## config.mk

```make
export PLATFORM = sky130hd
export DESIGN_NAME = ram_arbiter
export DESIGN_NICKNAME = d
export VERILOG_FILES = /design/src/rtl/ram_arb_pkg.sv /design/src/rtl/ram_arbiter_arb_pick.sv /design/src/rtl/ram_arbiter.sv
export SDC_FILE = /design/constraint.sdc
export NUM_CORES = 1
export LEC_CHECK = 0
export ABC_AREA = 1
export CORE_MARGIN = 1.5
export CORE_UTILIZATION = 30
export CTS_BUF_LIST = sky130_fd_sc_hd__clkbuf_8
export CTS_CLUSTER_DIAMETER = 60
export DETAILED_ROUTE_END_ITERATION = 12
export PLACE_DENSITY_LB_ADDON = 0.2
export SKIP_CTS_REPAIR_TIMING = 1
export SLEW_MARGIN = 30
export SYNTH_ARGS = -nofsm -noshare
export SYNTH_HDL_FRONTEND = slang
export SYNTH_SLANG_ARGS = --single-unit
```

## constraint.sdc

```tcl
create_clock -name clk -period 1.1 [get_ports clk]
set_input_delay 0.33 -clock clk [delete_from_list [all_inputs] [get_ports clk]]
set_output_delay 0.33 -clock clk [all_outputs]
set_load 0.05 [all_outputs]
```

## src/rtl/ram_arb_pkg.sv

```systemverilog
// ram_arb_pkg
// Shared types and default sizes for the program-RAM arbiter.
//   state_t : arbiter sequencing states (IDLE / ACCESS / RESP)
//   owner_t : which requester owns the access in flight
//   RAM_AW / RAM_DW : default RAM address / data widths (16 x 8)
package ram_arb_pkg;

    localparam int RAM_AW = 4;
    localparam int RAM_DW = 8;

    typedef enum logic [1:0] {
        IDLE   = 2'd0,
        ACCESS = 2'd1,
        RESP   = 2'd2
    } state_t;

    typedef enum logic {
        OWN_CPU = 1'b0,
        OWN_LDR = 1'b1
    } owner_t;

endpackage

```

## src/rtl/ram_arbiter_arb_pick.sv

```systemverilog
// arb_pick
// Combinational winner select between the CPU read path and the loader.
// Build option RAM_ARB_RR_EN:
//   defined   : round-robin, a tie goes to the requester not granted last
//               (i_last is the previous winner)
//   undefined : fixed priority, the loader always wins a tie (no pointer port)
// Ports:
//   i_cpu_req, i_ldr_req : raw requests
//   i_last               : previous winner (round-robin build only)
//   o_valid              : at least one request present
//   o_winner             : selected owner, meaningful only with o_valid
module arb_pick
    import ram_arb_pkg::*;
(
    input  logic   i_cpu_req,
    input  logic   i_ldr_req,
`ifdef RAM_ARB_RR_EN
    input  owner_t i_last,
`endif
    output logic   o_valid,
    output owner_t o_winner
);

    always_comb begin
        o_valid  = i_cpu_req | i_ldr_req;
        o_winner = OWN_CPU;
`ifdef RAM_ARB_RR_EN
        if (i_cpu_req && i_ldr_req) begin
            o_winner = (i_last == OWN_CPU) ? OWN_LDR : OWN_CPU;
        end else if (i_ldr_req) begin
            o_winner = OWN_LDR;
        end
`else
        if (i_ldr_req) begin
            o_winner = OWN_LDR;
        end
`endif
    end

endmodule

```

## src/rtl/ram_arbiter.sv

```systemverilog
// ram_arbiter
// Shares the 16x8 program RAM between the CPU read path and the program
// loader. One access in flight: IDLE picks a winner and latches its
// address/data, ACCESS issues the RAM cycle (gnt pulse, ram_we for a loader
// write), RESP returns the synchronous read data with a one-cycle rvalid.
// Build option RAM_ARB_RR_EN selects round-robin arbitration (default: loader
// has fixed priority).
// Ports:
//   clk, clr (async, active-high)
//   cpu_req/cpu_addr -> cpu_gnt, cpu_rvalid, cpu_rdata
//   ldr_req/ldr_we/ldr_addr/ldr_wdata -> ldr_gnt, ldr_rvalid, ldr_rdata
//   ram_addr, ram_we, ram_wdata -> RAM macro; ram_rdata <- RAM macro
//   busy : state != IDLE
module ram_arbiter
    import ram_arb_pkg::*;
#(
    parameter int AW = RAM_AW,
    parameter int DW = RAM_DW
) (
    input  logic          clk,
    input  logic          clr,
    input  logic          cpu_req,
    input  logic [AW-1:0] cpu_addr,
    output logic          cpu_gnt,
    output logic          cpu_rvalid,
    output logic [DW-1:0] cpu_rdata,
    input  logic          ldr_req,
    input  logic          ldr_we,
    input  logic [AW-1:0] ldr_addr,
    input  logic [DW-1:0] ldr_wdata,
    output logic          ldr_gnt,
    output logic          ldr_rvalid,
    output logic [DW-1:0] ldr_rdata,
    output logic [AW-1:0] ram_addr,
    output logic          ram_we,
    output logic [DW-1:0] ram_wdata,
    input  logic [DW-1:0] ram_rdata,
    output logic          busy
);

    state_t        r_state;
    owner_t        r_owner;
    logic          r_is_write;
    logic [AW-1:0] r_ram_addr;
    logic [DW-1:0] r_ram_wdata;
    logic          r_ram_we;
    logic          r_cpu_gnt;
    logic          r_ldr_gnt;
    logic          r_cpu_rvalid;
    logic          r_ldr_rvalid;
    logic [DW-1:0] r_cpu_rdata;
    logic [DW-1:0] r_ldr_rdata;

    logic          w_pick_valid;
    owner_t        w_pick_winner;

`ifdef RAM_ARB_RR_EN
    owner_t        r_last;
`endif

    arb_pick u_arb_pick (
        .i_cpu_req (cpu_req),
        .i_ldr_req (ldr_req),
`ifdef RAM_ARB_RR_EN
        .i_last    (r_last),
`endif
        .o_valid   (w_pick_valid),
        .o_winner  (w_pick_winner)
    );

    always_ff @(posedge clk or posedge clr) begin
        if (clr) begin
            r_state      <= IDLE;
            r_owner      <= OWN_CPU;
            r_is_write   <= 1'b0;
            r_ram_addr   <= '0;
            r_ram_wdata  <= '0;
            r_ram_we     <= 1'b0;
            r_cpu_gnt    <= 1'b0;
            r_ldr_gnt    <= 1'b0;
            r_cpu_rvalid <= 1'b0;
            r_ldr_rvalid <= 1'b0;
            r_cpu_rdata  <= '0;
            r_ldr_rdata  <= '0;
`ifdef RAM_ARB_RR_EN
            r_last       <= OWN_CPU;
`endif
        end else begin
            // Pulses default low; each is raised for exactly one state.
            r_cpu_gnt    <= 1'b0;
            r_ldr_gnt    <= 1'b0;
            r_ram_we     <= 1'b0;
            r_cpu_rvalid <= 1'b0;
            r_ldr_rvalid <= 1'b0;
            case (r_state)
                IDLE: begin
                    if (w_pick_valid) begin
                        r_state <= ACCESS;
                        r_owner <= w_pick_winner;
`ifdef RAM_ARB_RR_EN
                        r_last  <= w_pick_winner;
`endif
                        if (w_pick_winner == OWN_LDR) begin
                            r_ram_addr  <= ldr_addr;
                            r_ram_wdata <= ldr_wdata;
                            r_is_write  <= ldr_we;
                            r_ram_we    <= ldr_we;
                            r_ldr_gnt   <= 1'b1;
                        end else begin
                            r_ram_addr  <= cpu_addr;
                            r_is_write  <= 1'b0;
                            r_cpu_gnt   <= 1'b1;
                        end
                    end
                end
                ACCESS: begin
                    if (r_is_write) begin
                        r_state <= IDLE;
                    end else begin
                        // RAM samples ram_addr at this edge; data appears in RESP.
                        r_state <= RESP;
                        if (r_owner == OWN_LDR) begin
                            r_ldr_rvalid <= 1'b1;
                        end else begin
                            r_cpu_rvalid <= 1'b1;
                        end
                    end
                end
                RESP: begin
                    r_state <= IDLE;
                    if (r_owner == OWN_LDR) begin
                        r_ldr_rdata <= ram_rdata;
                    end else begin
                        r_cpu_rdata <= ram_rdata;
                    end
                end
                default: r_state <= IDLE;
            endcase
        end
    end

    // During the rvalid cycle the RAM output is forwarded directly; the
    // holding register captures it at the end of RESP and keeps it afterwards.
    assign cpu_rdata  = r_cpu_rvalid ? ram_rdata : r_cpu_rdata;
    assign ldr_rdata  = r_ldr_rvalid ? ram_rdata : r_ldr_rdata;

    assign cpu_gnt    = r_cpu_gnt;
    assign ldr_gnt    = r_ldr_gnt;
    assign cpu_rvalid = r_cpu_rvalid;
    assign ldr_rvalid = r_ldr_rvalid;
    assign ram_addr   = r_ram_addr;
    assign ram_wdata  = r_ram_wdata;
    assign ram_we     = r_ram_we;
    assign busy       = (r_state != IDLE);

endmodule

```

-- After elaboration in Yosys (flattened, before gate mapping)
Cells that the tools add are included.
- register bits: 37
- latch bits: 0
- bits in writable memories: 0
- memory bits (read-only): 0
- output and inout bits: 34
- memories kept: 0
- add/subtract/negate cells: 0
- multiply operators: 0
- divide/modulo/power cells: 0
- order comparisons: 0
- eq/ne operators: 3
- shift operators: 0
- mux-type cells: 22
- bitwise operators: 2
- reduce and logical (&&, ||, !) cells: 6
- operators by type and width (kind ; count):
    $mux W1 ; 16
    $mux W8 ; 2
    $reduce_and A2 Y1 ; 3
    $mux W2 ; 2
    $mux W4 ; 1
    $pmux W2 S2 ; 1
    $reduce_and A3 Y1 ; 1
    $eq A2 B1 Y1 const B ; 1
    $eq A2 B2 Y1 const B ; 1
    $logic_not A2 Y1 ; 1
    $ne A2 B1 Y1 const B ; 1
    $reduce_bool A2 Y1 ; 1
    $not A1 Y1 ; 1
    $or A1 B1 Y1 ; 1

-- Logic depth before layout (Yosys ltp)
- word-level depth: 4
- gate-level depth with buffers: 6

-- Cells and area by module
From an unflattened synthesis, not the netlist that was laid out.
- cells, all modules: 204
- area, all modules: 1785.5 µm²
- modules (own cells, without submodules) (module ; times used ; cells each ; area an instance (µm²) ; seq. area each (µm²)):
    ram_arbiter ; 1 ; 200 ; 1766.7 ; 925.9
    arb_pick ; 1 ; 4 ; 18.8 ; 0.0

-- Worst setup path after synthesis
Ideal clock, no wire load.
- path kind: flip-flop to output port
- from: register r_ldr_rvalid (netlist: ldr_rvalid)
- to: output port ldr_rdata[6]
- data arrival time: 1.849 ns
- setup slack: -1.079 ns
- stages on the path, launching flop included: 5
- buffers on the path: 2
- cells stage by stage: dfrtp_1 > clkbuf_2 > buf_2 > nor2_1 > a21oi_1
- word-level cells in the longest chain between the ends: 1
- ends and longest elaborated chain (element ; RTL line ; text):
    start: declaration ; ram_arbiter.sv:50 ; logic r_ldr_rvalid;
    start signal: assignment ; ram_arbiter.sv:82 ; r_ldr_rvalid <= 1'b0;
    start signal: assignment ; ram_arbiter.sv:94 ; r_ldr_rvalid <= 1'b0;
    start signal: assignment ; ram_arbiter.sv:123 ; r_ldr_rvalid <= 1'b1;
    $mux W8 ; ram_arbiter.sv:145 ; assign ldr_rdata = r_ldr_rvalid ? ram_rdata : r_ldr_rdata;
    end: declaration ; ram_arbiter.sv:33 ; output logic [DW-1:0] ldr_rdata,
No other way between the ends.

-- Worst setup path after layout
- from: register r_cpu_rvalid (netlist: cpu_rvalid)
- to: output port cpu_rdata[1]
- word-level cells in the longest chain between the ends: 1
- ends and longest elaborated chain (element ; RTL line ; text):
    start: declaration ; ram_arbiter.sv:49 ; logic r_cpu_rvalid;
    start signal: assignment ; ram_arbiter.sv:81 ; r_cpu_rvalid <= 1'b0;
    start signal: assignment ; ram_arbiter.sv:93 ; r_cpu_rvalid <= 1'b0;
    start signal: assignment ; ram_arbiter.sv:125 ; r_cpu_rvalid <= 1'b1;
    $mux W8 ; ram_arbiter.sv:144 ; assign cpu_rdata = r_cpu_rvalid ? ram_rdata : r_cpu_rdata;
    end: declaration ; ram_arbiter.sv:26 ; output logic [DW-1:0] cpu_rdata,
No other way between the ends.

==> run metrics <==
initial DRC count=81; drt first pass iters=4; number of global-route vias before repair=1707; global placement routability congestion=0.726; commonest non-fill, non-tap cell in the layout=nand2_1; Initial Utilization=0.310; slowest cell on the critical path=dfrtp_4; Final setup violation count=42; Die ar.=0.00615 sq mm; initial antenna violation count=0; # port buffers=62; Vias=1775; CTS H-Tree Depth=2; cells along the critical path=buf_12, buf_4, a21oi_4, buf_12; Top-Level Pins=63; first-pass GRT wire length=7.42 mm; CTS tree=yes; largest net degree at the start of global routing=18; synthesized instance count=202; Warnings, synthesis=0; clk sink count=37; Worst Skew=0.00734 ns; Yosys reg bits=37; fin worst setup slack=-0.593 ns; Setup TNS=-11.98 ns; Tmin final=1.69 ns; Slew @ Worst Pin=0.326 ns; Die W=78.5 um; fin crit share=1.54; TritonCTS buffer count=5; Pleak=1.72 nW; WP data arrival=1.36 ns; dpl cell area=0.00325 sq mm; WL/cell=12.3 um; Pwr per Cell Area=3670 mW/mm^2; Final ANT Viol Nets=0; kind of critical path=reg2out; max frequency=591 MHz; Core Box Area=0.00551 sq mm; Setup crit start kind=flip-flop; CTS root buffer=clkbuf_8; largest cells by area after synthesis=dfrtp_1, nand2_1, a21oi_1; filler cell count=458; commonest cells after routing, fill and taps aside=nand2_1, buf_12, dfrtp_1, buf_4, clkdlybuf4s50_1; Max IR drop VDD=0.00204 V; area grow syn2layout=112%; Worst path max stage delay=0.50 ns; layout cell share with drive strength beyond 1=0.517; Clk Latency, worst-skew pair=0.29 ns; DR DRC count=0; max-slew violation count=0; HPWL after detailed placement=3.36 mm; status=finished, violations left; Final Hold Fails=0; antenna diode count=0; Synth top area share=0.542; Vias/cell=4.59; failing checks=negative setup slack; synth unique cells=17; Design Area, Final=0.00362 sq mm; syn avg cell area=8.45 sq um; Detailed Route WL=4.76 mm; max_slew headroom=0.783; fin nets=343; Total GRT Usage=0.155; Synthesized Nets=231; Worst setup EP type=output port; worst-path maximum fanout=9; clock buffer depth=2; worst min-delay path class=in2async; Synth Cell Area=0.00171 sq mm; gr ovfl total=0; unrepaired setup endpoints after global routing=yes; Crit path top cell by count=buf_12; CTS clk-pin slew, worst paths=0.07 ns; max cap viols=0; WP data required=0.77 ns; Die H=78.5 um; sequential fraction of the synthesis area=0.542; row cnt=27; area leader, netlist=dfrtp_1
==> synth_stat cells <==
cell type  number
nand4_1         8
a21oi_1        16
nand2_1        71
nand3_2         2
nor2_1         19
buf_4           3
clkbuf_2        2
buf_6           2
inv_2           4
dfrtp_1        37
inv_1          12
nand2_4         2
nor2_4          1
nand3_1         9
nor3_1          3
buf_2           3
o21ai_2         8
==> state kept, by name, summed over array words and instances (netlist names), 2 cells and up <==
name         flops
r_cpu_rdata      8
r_state          2
ram_addr         4
ram_wdata        8
r_ldr_rdata      8
==> final cells by class <==
class / instances / area [sq um] / area share
inverter: 16 / 63.8 / 0.0176
clock buffer: 6 / 82.6 / 0.0228
tap: 72 / 90.1 / 0.0249
timing repair buffer: 114 / 1460 / 0.404
clock inverter: 2 / 11.3 / 0.00311
sequential: 37 / 931 / 0.257
multi-input combinational: 140 / 977 / 0.270
==> cell families (layout without fill, tap and decap cells) <==
kind of cell	count (synthesis)	in the layout	share of synthesized area
and+or+nand+nor	115	116	0.294
DFF	37	37	0.542
buffers and inverters	26	138	0.0762
AOI/OAI and AO/OA	24	24	0.0879
==> worst paths after layout <==
kind / startpoint / slack, ns / depth (start not counted) / to
max in group asynchronous: clr / 0.45 / 3 / r_cpu_rdata[2]
min: clr / 0.31 / 2 / ram_addr[0]
max: cpu_rvalid / -0.59 / 4 / cpu_rdata[1]
min in group clk: ldr_req / 0.46 / 3 / cpu_gnt
min reg2reg: r_ldr_rdata[0] / 0.49 / 2 / r_ldr_rdata[0]
max reg2reg: r_state[1] / -0.08 / 6 / ram_wdata[0]
==> routing by layer <==
metal	share of wire	vias up	GRT usage	routed length [um]
li1	-	867	-	-
met1	0.41	848	0.170	1950
met2	0.52	55	0.283	2460
met3	0.063	5	0.0442	302
met4	0.011	0	0.0536	52
met5	0	-	0	0
==> report_power, final <==
group | internal [W] | total, W | switching (W)
clock network | 0.000500 | 0.000971 | 0.000472
registers | 0.00200 | 0.00266 | 0.000655
logic | 0.00465 | 0.00965 | 0.00501
total | 0.00715 | 0.0133 | 0.00614
==> through the flow <==
stage	power, W	hold WS [ns]	setup WS [ns]	utilization	std cells
after floorplan	0.00738	0.290	-0.461	-	202
after global placement	0.0114	0.454	-0.522	0.591	367
after detailed placement	0.0115	0.462	-0.529	0.591	367
after CTS	0.0125	0.309	-0.636	0.608	375
after global routing	0.0139	0.323	-0.628	0.657	387
final	0.0133	0.312	-0.593	0.657	387
==> worst max-delay path, delay by kind of cell, from the launching register on <==
family	cells	cell delay [ns]
AOI/OAI and AO/OA	1	0.14
buffers and inverters	3	0.43
DFF	1	0.50
Power figures use the tool's default switching activity.
